`config.mk`:
```
export PLATFORM = sky130hd
export DESIGN_NAME = plab4_net_router_sched_flat
export DESIGN_NICKNAME = d
export VERILOG_FILES = /design/src/rtl/plab4_net_router_sched_if.sv /design/src/rtl/plab4_net_router_sched.sv /design/src/flat_wrapper.sv
export SDC_FILE = /design/constraint.sdc
export NUM_CORES = 1
export LEC_CHECK = 0
export CAP_MARGIN = 0
export CORE_MARGIN = 2
export CORE_UTILIZATION = 51
export CTS_CLUSTER_DIAMETER = 40
export DETAILED_ROUTE_END_ITERATION = 16
export GPL_TIMING_DRIVEN = 0
export PLACE_DENSITY = 0.89
export SKIP_LAST_GASP = 1
export SLEW_MARGIN = 20
export SYNTH_ARGS = -nofsm -noshare
export SYNTH_HDL_FRONTEND = slang
export SYNTH_SLANG_ARGS = --single-unit
```
`constraint.sdc`:
```
create_clock -name clk -period 5.2 [get_ports clk]
set_input_delay 1.04 -clock clk [delete_from_list [all_inputs] [get_ports clk]]
set_output_delay 1.04 -clock clk [all_outputs]
set_load 0.1 [all_outputs]
```
`src/rtl/plab4_net_router_sched_if.sv`:
```
// Handshake bundle between a router's input heads, its crossbar select and the
// downstream channels; the scheduler drives the slave side.
interface plab4_net_router_sched_if #(
    parameter int p_dest_nbits = 3
);
    logic [2:0]                in_val;
    logic [3*p_dest_nbits-1:0] in_dest;
    logic [2:0]                in_dom;
    logic [2:0]                in_rdy;
    logic [2:0]                out_val;
    logic [2:0]                out_rdy;
    logic [5:0]                out_sel;
    logic                      cur_dom;

    modport master (
        output in_val, in_dest, in_dom, out_rdy,
        input  in_rdy, out_val, out_sel, cur_dom
    );

    modport slave (
        input  in_val, in_dest, in_dom, out_rdy,
        output in_rdy, out_val, out_sel, cur_dom
    );
endinterface

```
`src/rtl/plab4_net_router_sched.sv`:
```
// Ring-router switch scheduler: shortest-path route per input head, per-output
// round-robin arbitration, and time-sliced security domains with a guard cycle.
module plab4_net_router_sched #(
    parameter int  p_router_id   = 0,
    parameter int  p_num_routers = 8,
    parameter int  p_epoch_len   = 4,
    localparam int c_dest_nbits  = $clog2(p_num_routers)
) (
    input logic                     clk,
    input logic                     reset,
    plab4_net_router_sched_if.slave bus
);
    localparam int                       c_epoch_nbits = $clog2(p_epoch_len);
    localparam logic [c_epoch_nbits-1:0] c_epoch_last  = c_epoch_nbits'(p_epoch_len - 1);
    localparam logic [c_dest_nbits-1:0]  c_id          = c_dest_nbits'(p_router_id);

    localparam logic [1:0] c_route_prev = 2'd0;
    localparam logic [1:0] c_route_next = 2'd1;
    localparam logic [1:0] c_route_term = 2'd2;

    // (base + step) mod 3 for base, step in 0..2
    function automatic logic [1:0] rr_idx(input logic [1:0] base, input logic [1:0] step);
        logic [2:0] sum;
        sum = {1'b0, base} + {1'b0, step};
        return (sum >= 3'd3) ? 2'(sum - 3'd3) : sum[1:0];
    endfunction

    // ------------------------------------------------------------------
    // Routing: hop counts wrap naturally in c_dest_nbits arithmetic
    // ------------------------------------------------------------------
    logic [1:0] route [3];

    for (genvar i = 0; i < 3; i++) begin : g_route
        logic [c_dest_nbits-1:0] dest;
        logic [c_dest_nbits-1:0] hop_next;
        logic [c_dest_nbits-1:0] hop_prev;

        assign dest     = bus.in_dest[i*c_dest_nbits +: c_dest_nbits];
        assign hop_next = dest - c_id;
        assign hop_prev = c_id - dest;
        assign route[i] = (dest == c_id)          ? c_route_term :
                          (hop_next < hop_prev)   ? c_route_next :
                                                    c_route_prev;
    end

    // ------------------------------------------------------------------
    // State
    // ------------------------------------------------------------------
    logic                     run_q, run_d;
    logic [c_epoch_nbits-1:0] epoch_q, epoch_d;
    logic                     cur_dom_q, cur_dom_d;
    logic [1:0]               ptr_q [3];
    logic [1:0]               ptr_d [3];

    // run_q holds the epoch at slot 0 until the first edge after reset and
    // blocks grants before it, so the slot timing never depends on traffic.
    logic open_c;
    assign open_c = run_q && (epoch_q != c_epoch_last);

    // ------------------------------------------------------------------
    // Eligibility and round-robin arbitration
    // ------------------------------------------------------------------
    logic [2:0] elig    [3];
    logic [2:0] win_val;
    logic [1:0] win_idx [3];

    // NOTE: every output of a combinational block is given a value on every
    // path (here by a default at the top), otherwise a latch is inferred.
    always_comb begin
        for (int o = 0; o < 3; o++) begin
            elig[o] = 3'b000;
            for (int i = 0; i < 3; i++) begin
                elig[o][i] = open_c && bus.in_val[i] && (route[i] == 2'(o))
                             && (bus.in_dom[i] == cur_dom_q);
            end
        end
    end

    always_comb begin
        for (int o = 0; o < 3; o++) begin
            win_val[o] = 1'b0;
            win_idx[o] = 2'd0;
            for (int k = 0; k < 3; k++) begin
                if (!win_val[o] && elig[o][rr_idx(ptr_q[o], 2'(k))]) begin
                    win_val[o] = 1'b1;
                    win_idx[o] = rr_idx(ptr_q[o], 2'(k));
                end
            end
        end
    end

    // ------------------------------------------------------------------
    // Outputs: out_val is independent of out_rdy; in_rdy is the dequeue
    // ------------------------------------------------------------------
    logic [2:0] in_rdy_c;
    logic [5:0] out_sel_c;

    always_comb begin
        in_rdy_c  = 3'b000;
        out_sel_c = 6'b000000;
        for (int o = 0; o < 3; o++) begin
            if (win_val[o]) begin
                out_sel_c[2*o +: 2] = win_idx[o];
                if (bus.out_rdy[o]) begin
                    in_rdy_c[win_idx[o]] = 1'b1;
                end
            end
        end
    end

    assign bus.in_rdy  = in_rdy_c;
    assign bus.out_val = win_val;
    assign bus.out_sel = out_sel_c;
    assign bus.cur_dom = cur_dom_q;

    // ------------------------------------------------------------------
    // Next state
    // ------------------------------------------------------------------
    always_comb begin
        run_d     = 1'b1;
        epoch_d   = epoch_q;
        cur_dom_d = cur_dom_q;
        if (run_q) begin
            if (epoch_q == c_epoch_last) begin
                epoch_d   = '0;
                cur_dom_d = ~cur_dom_q;
            end else begin
                epoch_d = epoch_q + 1'b1;
            end
        end
        for (int o = 0; o < 3; o++) begin
            ptr_d[o] = (win_val[o] && bus.out_rdy[o]) ? rr_idx(win_idx[o], 2'd1) : ptr_q[o];
        end
    end

    // NOTE: clocked state uses non-blocking assignments so every flop samples
    // the pre-edge values regardless of statement order.
    always_ff @(posedge clk or negedge reset) begin
        if (!reset) begin
            run_q     <= 1'b0;
            epoch_q   <= '0;
            cur_dom_q <= 1'b0;
            for (int o = 0; o < 3; o++) begin
                ptr_q[o] <= 2'd0;
            end
        end else begin
            run_q     <= run_d;
            epoch_q   <= epoch_d;
            cur_dom_q <= cur_dom_d;
            for (int o = 0; o < 3; o++) begin
                ptr_q[o] <= ptr_d[o];
            end
        end
    end
endmodule

```
`src/flat_wrapper.sv`:
```
// flat-port wrapper written by rule: the top's interface ports become plain ports
module plab4_net_router_sched_flat 
#(
    parameter int  p_router_id   = 0,
    parameter int  p_num_routers = 8,
    parameter int  p_epoch_len   = 4,
    localparam int c_dest_nbits  = $clog2(p_num_routers)
)
  (clk, reset, bus_in_val, bus_in_dest, bus_in_dom, bus_out_rdy, bus_in_rdy, bus_out_val, bus_out_sel, bus_cur_dom);
  plab4_net_router_sched_if #(.p_dest_nbits((3))) bus_i ();
  input logic clk;
  input logic reset;
  input wire logic [$bits(bus_i.in_val)-1:0] bus_in_val;
  input wire logic [$bits(bus_i.in_dest)-1:0] bus_in_dest;
  input wire logic [$bits(bus_i.in_dom)-1:0] bus_in_dom;
  input wire logic [$bits(bus_i.out_rdy)-1:0] bus_out_rdy;
  output wire logic [$bits(bus_i.in_rdy)-1:0] bus_in_rdy;
  output wire logic [$bits(bus_i.out_val)-1:0] bus_out_val;
  output wire logic [$bits(bus_i.out_sel)-1:0] bus_out_sel;
  output wire logic [$bits(bus_i.cur_dom)-1:0] bus_cur_dom;
  assign bus_i.in_val = bus_in_val;
  assign bus_i.in_dest = bus_in_dest;
  assign bus_i.in_dom = bus_in_dom;
  assign bus_i.out_rdy = bus_out_rdy;
  assign bus_in_rdy = bus_i.in_rdy;
  assign bus_out_val = bus_i.out_val;
  assign bus_out_sel = bus_i.out_sel;
  assign bus_cur_dom = bus_i.cur_dom;
  plab4_net_router_sched #(.p_router_id(p_router_id), .p_num_routers(p_num_routers), .p_epoch_len(p_epoch_len)) u_core (.clk(clk), .reset(reset), .bus(bus_i));
endmodule
```
==> results.rst <==
.. list-table::
   :header-rows: 1

   * - Metric
     - Value
   * - Number of violations of the max-capacitance limit
     - 0
   * - Via count of the first global-routing pass
     - 1308
   * - Cell type with the highest aggregate area in the netlist
     - sky130_fd_sc_hd__ha_1
   * - Area of the die
     - 3310 µm²
   * - Sequential cell area
     - 250 µm²
   * - Clock sink total
     - 10
   * - First-pass GRT wire length
     - 5.30 mm
   * - Cell mode on critical path
     - sky130_fd_sc_hd__ha_2
   * - DRC viols
     - 0
   * - TritonCTS clock tree
     - yes
   * - Standby leakage power
     - 0.920 nW
   * - Clock Skews
     - 0.00212 ns
   * - Largest fanout of any net on the critical path
     - 3
   * - Setup tns final
     - 0 ns
   * - Area of the multi-input gates
     - 1170 µm²
   * - Internal power consumption
     - 0.000336 W
   * - Fraction of layout instances using a drive strength above 1
     - 16.8%
   * - Top-area cell type share of the netlist area
     - 22.2%
   * - Max transition margin
     - 35.5%
   * - Clk network pwr share
     - 6.9%
   * - Tot GR Track Use
     - 20.1%
   * - Post-Route WL
     - 2.98 mm
   * - Level count of the clock H-tree
     - 1
   * - Clock latency reported for the late side of the worst-skew pair
     - 0.26 ns
   * - Startpoint types
     - input pin
   * - Row Count
     - 19
   * - Gate Count Post-Synth
     - 172
   * - Die outline width
     - 57.6 µm
   * - Post-route design area
     - 1940 µm²
   * - Post-synthesis sequential area ratio
     - 17.1%
   * - Max Clock Freq
     - 195 MHz
   * - Data arrival at the endpoint of the critical path
     - 4.08 ns
   * - Root buffer cell
     - sky130_fd_sc_hd__clkbuf_4
   * - Net switching power
     - 0.000407 W
   * - Sw Share
     - 54.8%
   * - Vertical die dimension
     - 57.6 µm
   * - Cts hold-fix bufs
     - 0
   * - Count of port buffers added during placement
     - 32
   * - PwrDens
     - 383 nW/µm²
   * - Final number of hold-violating endpoints
     - 0
   * - TritonCTS Buffers
     - 3
   * - Power share of the combinational group
     - 76.0%
   * - Syn-to-layout area delta
     - 32.6%
   * - Portion of the clock cycle consumed by the worst path in the final layout
     - 98.5%
   * - DP Wirelength
     - 2.50 mm
   * - Total inserted antenna cells
     - 0
   * - Cell-by-cell listing of the critical path
     - clkdlybuf4s50_1 -> inv_1 -> ha_2 -> ha_1 -> xor2_1 -> o221ai_2 -> or3_4 -> maj3_2 -> nor2_4 -> a211oi_2 -> ha_2 -> a221o_1 -> buf_12
   * - Cell variety after synth
     - 45
   * - Filler Cells Inserted
     - 215
   * - Number of register bits inferred by synthesis
     - 10
   * - Iteration-0 DRC count of the detailed router
     - 34
   * - Result of the run
     - completed
   * - Number of iterations in the first detailed-routing pass
     - 4
   * - CP bufs+invs
     - 3
   * - Boundary Pins
     - 33
   * - Clock-pin slew reported for the worst setup and hold paths after clock tree synthesis
     - 0.06 ns
   * - Standard cell area after detailed placement
     - 1850 µm²
   * - Crit path max-delay cell type
     - sky130_fd_sc_hd__clkdlybuf4s50_1
   * - Final cell count without fillers
     - 239
   * - Kind of critical path
     - input pin to primary output
   * - Reg power frac
     - 17.1%
   * - Buffers from clock root to sink, at most
     - 2
   * - Number of nets with antenna violations after routing
     - 0
   * - Effective utilization at floorplan
     - 53.5%
   * - Req. time, crit path
     - 4.16 ns
   * - Total congestion overflow
     - 0
   * - CP max stage delay
     - 0.48 ns
   * - Worst vdd rail ir drop
     - 0.395 mV
   * - Cell area after synthesis
     - 1460 µm²
   * - Setup repair after global routing missed its margin
     - yes
   * - Placed insts
     - 235
   * - Vias post-DR
     - 1289
   * - Top area cells in the synthesized netlist
     - sky130_fd_sc_hd__ha_1 (22%), sky130_fd_sc_hd__dfrtp_1 (17%), sky130_fd_sc_hd__inv_1 (5.9%), sky130_fd_sc_hd__a211oi_1 (3.6%), sky130_fd_sc_hd__nor3_1 (3.1%)
   * - Critical path capture point type
     - primary output
   * - Final setup violation count
     - 0
   * - Vias per Instance
     - 5.39
   * - Largest delay share family, worst path
     - adder cells
   * - Number of warning messages in the yosys log
     - 0
   * - Syn Nets
     - 218
   * - Path type of the worst min-delay path
     - flip-flop to flip-flop
   * - Initial antenna violation count
     - 0
   * - Last weighted congestion value of the routability-driven placer
     - 0.830
   * - NumNets Final
     - 256
   * - Core area
     - 2730 µm²
   * - Mean routed wirelength per cell
     - 12.5 µm
   * - Average cell area after synthesis
     - 8.50 µm²
   * - Total count of max-transition violations in the final report
     - 0
   * - Worst Tran Pin Value
     - 0.965 ns
   * - Largest net degree at the start of global routing
     - 11
   * - Minimum period implied by the final worst setup slack
     - 5.12 ns
[metal layers]
layer / global-route usage (%) / vias to the layer above / routed length [µm]
li1: - / 676 / -
met1: 24.3 / 581 / 1320
met2: 36.9 / 28 / 1510
met3: 4.76 / 4 / 125
met4: 2.33 / 0 / 34
met5: 0 / - / 0
[area by class of cell]
cell class,instances,share of cell area (%)
multi-input cells,133,60.3
repair buffers,33,17.4
flip-flops and latches,10,12.9
inverters,23,4.45
well taps,31,2.00
plain buffers,6,1.74
clock buffers,3,1.16
[state kept, by name, summed over array words and instances (netlist names)]
register	count
u_core.ptr_q	6
u_core.bus.cur_dom	1
u_core.run_q	1
u_core.epoch_q	2
[metrics by stage]
step | hold slack [ns] | util [%] | total power (W) | worst slack, ns
after floorplan | 0.457 | - | 0.000574 | 0.103
after global placement | 0.474 | 67.6 | 0.000657 | -0.775
after detailed placement | 0.490 | 67.6 | 0.000675 | -0.835
after CTS | 0.499 | 68.7 | 0.000728 | -0.0766
after global routing | 0.522 | 70.9 | 0.000809 | -0.0422
final | 0.497 | 70.9 | 0.000743 | 0.0770
[Yosys cell counts (all sizes together)]
library cell and instances:
clkbuf 2, nor4b 1, xor2 5, dfrtp 10, maj3 4, a21oi 6, a21o 1, o21ai 5
a221o 3, or3 3, mux2 3, o221ai 2, nor3 9, o211ai 1, nor2 10, o21bai 1
nor2b 2, xnor2 4, conb 1, buf 4, ha 26, and2b 1, nand2b 1, nand3 3
o21a 1, nand4 4, nand2 11, o211a 2, a211oi 7, and2 5, a2111oi 1, a21boi 1
mux2i 3, and4b 2, nor3b 2, o2111ai 1, inv 23, or2 1
[worst register-to-register path, stage by stage (launching register included)]
cell	delay, ns
sky130_fd_sc_hd__dfrtp_1	0.40
sky130_fd_sc_hd__ha_1	0.21
sky130_fd_sc_hd__and2b_2	0.27
sky130_fd_sc_hd__and4b_1	0.27
sky130_fd_sc_hd__nor3b_4	0.28
sky130_fd_sc_hd__nor2b_1	0.10
sky130_fd_sc_hd__o211a_1	0.26
sky130_fd_sc_hd__nor4b_4	0.38
sky130_fd_sc_hd__mux2_1	0.37
[power by group through the flow]
stage | Clock [W] | Sequential, W | Combinational [W]
floorplan | 0 | 0.000153 | 0.000421
global placement | 0 | 0.000127 | 0.000531
detailed placement | 0 | 0.000129 | 0.000547
CTS | 0.0000552 | 0.000127 | 0.000545
global route | 0.0000599 | 0.000131 | 0.000617
finish | 0.0000516 | 0.000127 | 0.000565
[worst paths after layout]
check                             startpoint                 to  slack, ns  depth (start not counted)
setup / recovery              bus_in_dest[0]      bus_in_rdy[1]       0.08                         13
hold / removal             u_core.epoch_q[0]  u_core.epoch_q[0]       0.50                          1
setup reg to reg           u_core.epoch_q[0]    u_core.ptr_q[3]       2.54                          8
hold reg to reg            u_core.epoch_q[0]  u_core.epoch_q[0]       0.50                          1
max in group asynchronous              reset  u_core.epoch_q[0]       3.78                          1
min in group asynchronous              reset    u_core.ptr_q[4]       1.10                          1
[cell usage in the layout (no fill, tap or decap), drive strengths merged, types with 7 or more instances in the layout]
cell,count
a211oi,7
buf,8
clkdlybuf4s50,20
dfrtp,10
ha,26
inv,23
nand2,11
nor2,10
nor3,9
[cells by family after synthesis]
| kind of cell | Yosys count | share of synthesized area [%] |
|---|---|---|
| fa+ha+maj | 30 | 25.1 |
| other cells | 1 | 0.256 |
| buf+inv | 29 | 8.21 |
| xor+xnor | 9 | 5.90 |
| compound gates | 32 | 17.0 |
| mux | 6 | 4.36 |
| flops | 10 | 17.1 |
| simple gates | 55 | 22.1 |
[repair_timing]
action | CTS | global route
buffers inserted | 0 | 1
setup endpoints to repair | 9 | 7
pin swaps | 3 | 6
cloned | 0 | 0
hold endpoints to repair | 0 | 0
resized for setup | 31 | 19
(Power assumes the default switching activity.)
